$ cat config.mk
export PLATFORM = sky130hd
export DESIGN_NAME = nz_scan_ctrl
export DESIGN_NICKNAME = d
export VERILOG_FILES = /design/src/rtl/nz_scan_ctrl.sv
export SDC_FILE = /design/constraint.sdc
export NUM_CORES = 1
export LEC_CHECK = 0
export ABC_AREA = 1
export ABC_CLOCK_PERIOD_IN_PS = 3090
export BUFFER_PORTS_ARGS = -buffer_cell sky130_fd_sc_hd__buf_4
export CAP_MARGIN = 5
export CORE_UTILIZATION = 55
export DETAILED_ROUTE_END_ITERATION = 10
export GPL_ROUTABILITY_DRIVEN = 0
export PLACE_DENSITY = 0.81
export SLEW_MARGIN = 20
export SYNTH_ARGS = -nofsm -noshare
export SYNTH_HDL_FRONTEND = slang
export SYNTH_SLANG_ARGS = --single-unit
$ cat constraint.sdc
create_clock -name clk -period 3.09 [get_ports clk]
set_input_delay 0.309 -clock clk [delete_from_list [all_inputs] [get_ports clk]]
set_output_delay 0.309 -clock clk [all_outputs]
set_load 0.05 [all_outputs]
$ cat src/rtl/nz_scan_ctrl.sv
// Nonzero-scan sequencer: walks a memory window, one read per two cycles, reporting the first nonzero word.
// Optional NZ_SCAN_COUNT_EN: scan the full window and count nonzero words on nz_count.
module nz_scan_ctrl #(
  parameter int DATA_W = 8,
  parameter int ADDR_W = 8
) (
  input  logic              clk,
  input  logic              rst_n,
  input  logic              start,
  input  logic              abort,
  input  logic [ADDR_W-1:0] base_addr,
  input  logic [ADDR_W:0]   length,
  output logic              mem_rd_en,
  output logic [ADDR_W-1:0] mem_addr,
  input  logic [DATA_W-1:0] mem_rd_data,
  output logic              busy,
  output logic              done,
  output logic              found,
  output logic [ADDR_W-1:0] found_idx,
  output logic [DATA_W-1:0] found_data
`ifdef NZ_SCAN_COUNT_EN
  ,
  output logic [ADDR_W:0]   nz_count
`endif
);

  typedef enum logic [1:0] {S_IDLE, S_ISSUE, S_CHECK, S_DONE} state_e;

  localparam logic [ADDR_W-1:0] ONE_A   = {{(ADDR_W-1){1'b0}}, 1'b1};
  localparam logic [ADDR_W:0]   LEN_ONE = {{ADDR_W{1'b0}}, 1'b1};

  state_e            state_q, state_d;
  logic [ADDR_W:0]   len_q, len_d;
  logic [ADDR_W-1:0] idx_q, idx_d;
  logic [ADDR_W-1:0] addr_q, addr_d;
  logic              found_q, found_d;
  logic [ADDR_W-1:0] fidx_q, fidx_d;
  logic [DATA_W-1:0] fdata_q, fdata_d;
  logic              word_nz, last_word, stop_early;
`ifdef NZ_SCAN_COUNT_EN
  logic [ADDR_W:0]   cnt_q, cnt_d;
`endif

  assign word_nz   = |mem_rd_data;
  assign last_word = ({1'b0, idx_q} == (len_q - LEN_ONE));

`ifdef NZ_SCAN_COUNT_EN
  assign stop_early = 1'b0;
`else
  assign stop_early = word_nz;
`endif

  always_comb begin
    state_d = state_q;
    len_d   = len_q;
    idx_d   = idx_q;
    addr_d  = addr_q;
    found_d = found_q;
    fidx_d  = fidx_q;
    fdata_d = fdata_q;
`ifdef NZ_SCAN_COUNT_EN
    cnt_d   = cnt_q;
`endif
    case (state_q)
      S_IDLE: begin
        if (start && !abort) begin
          len_d   = length;
          idx_d   = '0;
          found_d = 1'b0;
          fidx_d  = '0;
          fdata_d = '0;
`ifdef NZ_SCAN_COUNT_EN
          cnt_d   = '0;
`endif
          if (length == '0) begin
            state_d = S_DONE;
          end else begin
            addr_d  = base_addr;
            state_d = S_ISSUE;
          end
        end
      end
      S_ISSUE: state_d = abort ? S_IDLE : S_CHECK;
      S_CHECK: begin
        // An abort discards the read that is landing this cycle.
        if (abort) begin
          state_d = S_IDLE;
        end else begin
          if (word_nz && !found_q) begin
            found_d = 1'b1;
            fidx_d  = idx_q;
            fdata_d = mem_rd_data;
          end
`ifdef NZ_SCAN_COUNT_EN
          if (word_nz) cnt_d = cnt_q + LEN_ONE;
`endif
          if (stop_early || last_word) begin
            state_d = S_DONE;
          end else begin
            idx_d   = idx_q + ONE_A;
            addr_d  = addr_q + ONE_A;
            state_d = S_ISSUE;
          end
        end
      end
      S_DONE:  state_d = S_IDLE;
      default: state_d = S_IDLE;
    endcase
  end

  always_ff @(posedge clk or negedge rst_n) begin
    if (!rst_n) begin
      state_q <= S_IDLE;
      len_q   <= '0;
      idx_q   <= '0;
      addr_q  <= '0;
      found_q <= 1'b0;
      fidx_q  <= '0;
      fdata_q <= '0;
`ifdef NZ_SCAN_COUNT_EN
      cnt_q   <= '0;
`endif
    end else begin
      state_q <= state_d;
      len_q   <= len_d;
      idx_q   <= idx_d;
      addr_q  <= addr_d;
      found_q <= found_d;
      fidx_q  <= fidx_d;
      fdata_q <= fdata_d;
`ifdef NZ_SCAN_COUNT_EN
      cnt_q   <= cnt_d;
`endif
    end
  end

  assign mem_rd_en  = (state_q == S_ISSUE);
  assign mem_addr   = addr_q;
  assign busy       = (state_q != S_IDLE);
  assign done       = (state_q == S_DONE) && !abort;
  assign found      = found_q;
  assign found_idx  = fidx_q;
  assign found_data = fdata_q;
`ifdef NZ_SCAN_COUNT_EN
  assign nz_count   = cnt_q;
`endif

endmodule
Yosys cells after proc, flatten, opt, wreduce, memory -nomap -nowiden --
Index checks and enable logic that the tools add are counted.
Operators by class: add/subtract/negate cells 3, equality and inequality tests 9, reductions and logical operators 15, mux-type cells 25
Operator list (count):
- two-way mux 8 bit | 11
- case mux 8 bit (2 select lines) | 4
- adder 8 x 1 -> 8 bit (second input constant) | 2
- two-way mux 2 bit | 5
- inequality test 2 bit (second input constant) | 5
- equality test 8 x 9 -> 1 bit | 1
- zero test 9 bit | 1
- subtractor 9 x 1 -> 9 bit (second input constant) | 1
- case mux 2 bit (4 select lines) | 1
- AND reduction 4 bit | 2
- OR reduction 8 bit | 1
- AND reduction 5 bit | 1
- equality test 2 bit (second input constant) | 2
- nonzero test 2 bit | 2
- logical AND 1 bit | 3
- two-way mux 1 bit | 3
- equality test 2 x 1 -> 1 bit (second input constant) | 1
- zero test 1 bit | 2
- zero test 2 bit | 1
- case mux 1 bit (2 select lines) | 1
- AND reduction 2 bit | 1
- logical OR 1 bit | 1
Word-level totals: word-level logic and storage cells 59, register bits after elaboration 44, bits of input ports 29

Depth between registers and ports, before layout --
depth in word-level cells 6, mapped depth 16, mapped depth without buffers 16

Least setup slack after synthesis --
OpenSTA, ideal clock, no wires.
path type reg2reg, from reg len_q[0], to reg addr_q[6] (netlist: mem_addr[6]), arrival time 1.762 ns, cell stages (with the launch flop) 17, clock period less this slack 1.836 ns, slack 1.254 ns, path through dfrtp_1 > clkinv_1 > ha_1 > inv_1 > nand2_1 > nand2_1 > nand3_1 > nor2_1 > nand2_1 > nor2_1 > nand3_1 > nand2_2 > nand2_4 > nand2_4 > buf_8 > nand2_2 > o21ai_2
On the way: word-level cells in the longest chain between the ends 5
Ends and longest elaborated chain:
- from (decl) | RTL line 33 | logic [ADDR_W:0] len_q, len_d;
- from (signal assigned) | RTL line 125 | len_q <= len_d;
- subtractor 9 x 1 -> 9 bit | RTL line 45 | assign last_word = ({1'b0, idx_q} == (len_q - LEN_ONE));
- equality test 8 x 9 -> 1 bit | RTL line 45
- logical OR 1 bit | RTL line 97 | if (stop_early || last_word) begin
- inequality test 2 bit (no line)
- AND reduction 5 bit (no line)
- to (signal assigned) | RTL line 127 | addr_q <= addr_d;
- to (decl) | RTL line 35 | logic [ADDR_W-1:0] addr_q, addr_d;
No other way between the ends. A chain may end at the register's enable or synchronous reset.

Final worst setup path --
from reg state_q[0], to reg fdata_q[1] (netlist: found_data[1])
On the way: word-level cells in the longest chain between the ends 3
Ends and longest elaborated chain:
- from (decl) | RTL line 32 | state_e state_q, state_d;
- from (signal assigned) | RTL line 124 | state_q <= state_d;
- equality test 2 bit or zero test 2 bit (tied branches) | RTL line 64 | case (state_q)
- inequality test 2 bit (no line) or nonzero test 2 bit (tied branches)
- AND reduction 4 bit (no line)
- to (signal assigned) | RTL line 130 | fdata_q <= fdata_d;
- to (decl) | RTL line 38 | logic [DATA_W-1:0] fdata_q, fdata_d;
Several ways; a longest one is shown, not always the timed one.

==> results by group <==
Clock network
  • Post-CTS Hold Buffers: 0
  • Max H-tree Level: 2
  • Postcts setup bufs: 0
  • Clock transition at path regs: 0.09 ns
  • CTS sink cnt: 44
  • Clock latency on the worst-skew pair: 0.30 ns
  • CTS root buf: clkbuf_8
  • Cts bufs inserted: 5
  • CTS Buffer Depth: 2
  • TritonCTS clock tree: yes
  • PostCTS Resize Cnt: 0

Yosys
  • Area leader, netlist: dfrtp_1
  • Number of synthesized register bits: 44
  • Ys async rst share: 1.00
  • Mapped Nets: 355
  • Post-Syn Instances: 323
  • Number of synthesized flops with an enable pin: 0
  • Yosys warning total: 0
  • Yosys top cell area share: 0.434
  • Mean Syn Cell Area: 7.85 sq um
  • Sequential element share of the synthesized area: 0.434
  • Synthesized area: 0.00253 sq mm
  • Library cells used by synthesis: 35
  • Commonest cells in the synthesized netlist: nand2_1, dfrtp_1, inv_1, o21ai_0, nor2_1
  • Synth Flop Type: dfrtp_1
  • Library cell with the highest instance count after synthesis: nand2_1
  • Top post-synthesis cells by area: dfrtp_1, nand2_1, o21ai_0

Timing
  • RSZ-0062 raised after global routing: false
  • Final min period: 2.22 ns
  • Worst-Margin Slew: 0.853 ns
  • Fin Setup TNS: 0 ns
  • Final Hold Slack: -0.0227 ns
  • Clock skew: 0.0111 ns
  • Crit share post-route: 0.720
  • Final-report setup violation count: 0
  • Hold Fails Final Rpt: 26
  • FMAX: 450 MHz
  • Fin. max-slew vios: 0
  • Max transition margin: 0.431

Power and ir drop
  • Pint: 1070 uW
  • Clock network power share: 0.279
  • Flop pwr share: 0.419
  • Switching Share: 0.359
  • Total power: 1670 uW
  • Lkg Pwr: 0.00157 uW
  • Worst vdd ir: 358 uV
  • Logic pwr share: 0.302
  • Sw Pwr: 599 uW
  • P per Cell Area: 543 mW/mm^2

Outcome
  • Status: complete, but fails checks
  • Failing checks: negative hold slack

Place
  • Dpl hpwl: 3.99 mm
  • PortBufs: 56
  • Inst Count DP: 422
  • Placed Area: 0.00296 sq mm

Layout
  • Non-filler cells, final: 430
  • Fin nets: 409
  • Filler instances: 372
  • Layout Utilization: 0.702
  • Fin area: 0.00308 sq mm
  • Area grow syn2layout: 21.4%
  • N_diodes: 0
  • Fraction of layout instances using a drive strength above 1: 0.246

Setup path
  • Required time of the critical path: 3.31 ns
  • FF-to-FF End: found_data[1]
  • CP Launch Type: flop
  • Crit path DAT: 2.44 ns
  • Setup crit end kind: flop
  • CP Launch Point: state_q[0]
  • FF-to-FF path depth: 7
  • R2r setup slk: 0.87 ns
  • RR Startpoint: state_q[0]
  • Worst-path maximum fanout: 20
  • Critical path class: reg -> reg

Global route
  • Total track usage: 0.248
  • Largest net degree at the start of global routing: 45
  • First-pass GRT wire length: 9.62 mm
  • Initial antenna violation count: 0
  • Grt total ovfl: 0
  • Vias in the first global route: 2,118

Routing
  • Final wirelength: 5.50 mm
  • DRT antenna net count: 0
  • # DRC: 0
  • Via Count: 2,314
  • DR pass1 iterations: 4
  • Initial DRC count: 166
  • Vias per cell: 5.38
  • Routed wire length per instance: 12.8 um

Die
  • Chip width: 69.9 um
  • Die height: 69.9 um
  • Core Area: 0.00438 sq mm
  • Die ar.: 0.00488 sq mm
  • Starting Density: 0.578
  • Io pins: 57
  • # rows: 24

Min path
  • Hold Crit Class: in -> async

Run
  • Max-Cap Viols: 0
## worst max-delay path, stage by stage, from the launching register on
cell and delay, ns:
dfrtp_1 0.43, nor2_2 0.15, inv_2 0.07, nor3_4 0.40, a21oi_2 0.27, nor2_2 0.22, nand2_1 0.31, o21ai_0 0.29
## layer usage
metal	track usage	vias to the layer above	share of wire
met5	0	-	0
met4	0.0778	0	0.014
met3	0.0563	8	0.048
met2	0.388	77	0.49
met1	0.344	1086	0.45
li1	-	1143	-
## final cells by class
cell class                      count  area (sq um)  area share
Multi-Input combinational cell    229          1210       0.394
Clock buffer                        6          82.6      0.0268
Clock inverter                      2          38.8      0.0126
Timing Repair Buffer               56           420       0.137
Inverter                           41           156      0.0508
Tap cell                           52          65.1      0.0211
Sequential cell                    44          1100       0.358
## stage by stage
| step | hold WS [ns] | setup slack, ns |
|---|---|---|
| final | -0.0227 | 0.866 |
| after floorplan | 0.0134 | 1.25 |
| after global placement | 0.335 | 1.01 |
| after detailed placement | 0.342 | 0.834 |
| after CTS | 0.00873 | 0.843 |
| after global routing | 0.0150 | 0.626 |
## cell usage in the layout (no fill, tap or decap), types with 3 or more instances in the layout
cell	netlist	routed
mux2i_1	5	5
o21ai_1	17	17
nor2_1	23	23
buf_4	1	56
nand3_1	18	18
nand2_2	5	5
o21ai_0	31	31
nand2_4	3	3
inv_1	35	35
nand4_1	3	3
ha_1	3	3
o21ai_2	8	8
dfrtp_1	44	44
clkbuf_8	0	6
nand2_1	84	84
nor3_1	3	3
inv_2	3	3
xor2_1	8	8
nor2_2	4	4
## power by group through the flow
stage	Combinational, uW	Sequential (uW)	Clock, uW
3_5_place_dp	505	709	0
3_3_place_gp	494	708	0
6_report	505	699	466
4_1_cts	507	699	472
5_1_grt	561	710	499
2_1_floorplan	263	806	0
## worst max-delay path by stage
| stage | slack, ns | cells past startpoint | end |
|---|---|---|---|
| global route | 0.63 | 7 | found_data[1] |
| CTS | 0.84 | 7 | found_data[1] |
| finish | 0.87 | 7 | found_data[1] |
| global placement | 1.01 | 7 | found_data[1] |
| floorplan | 1.25 | 16 | mem_addr[6] |
| detailed placement | 0.83 | 7 | found_data[1] |
## registers in the layout, indices dropped and copies added (netlist names)
name / flops
state_q: 2
found_data: 8
len_q: 9
found_idx: 8
idx_q: 8
found: 1
mem_addr: 8
## kinds of logic after synthesis
kind of cell / count (synthesis) / synth area share
AND/OR/NAND/NOR: 150 / 0.269
buffers and inverters: 50 / 0.0874
AO/OA/AOI/OAI: 62 / 0.144
multiplexers: 5 / 0.0197
XOR/XNOR: 9 / 0.0311
flip-flops: 44 / 0.434
adder cells (fa/ha/maj): 3 / 0.0148
Note: power is estimated with default switching activity, not from simulation.
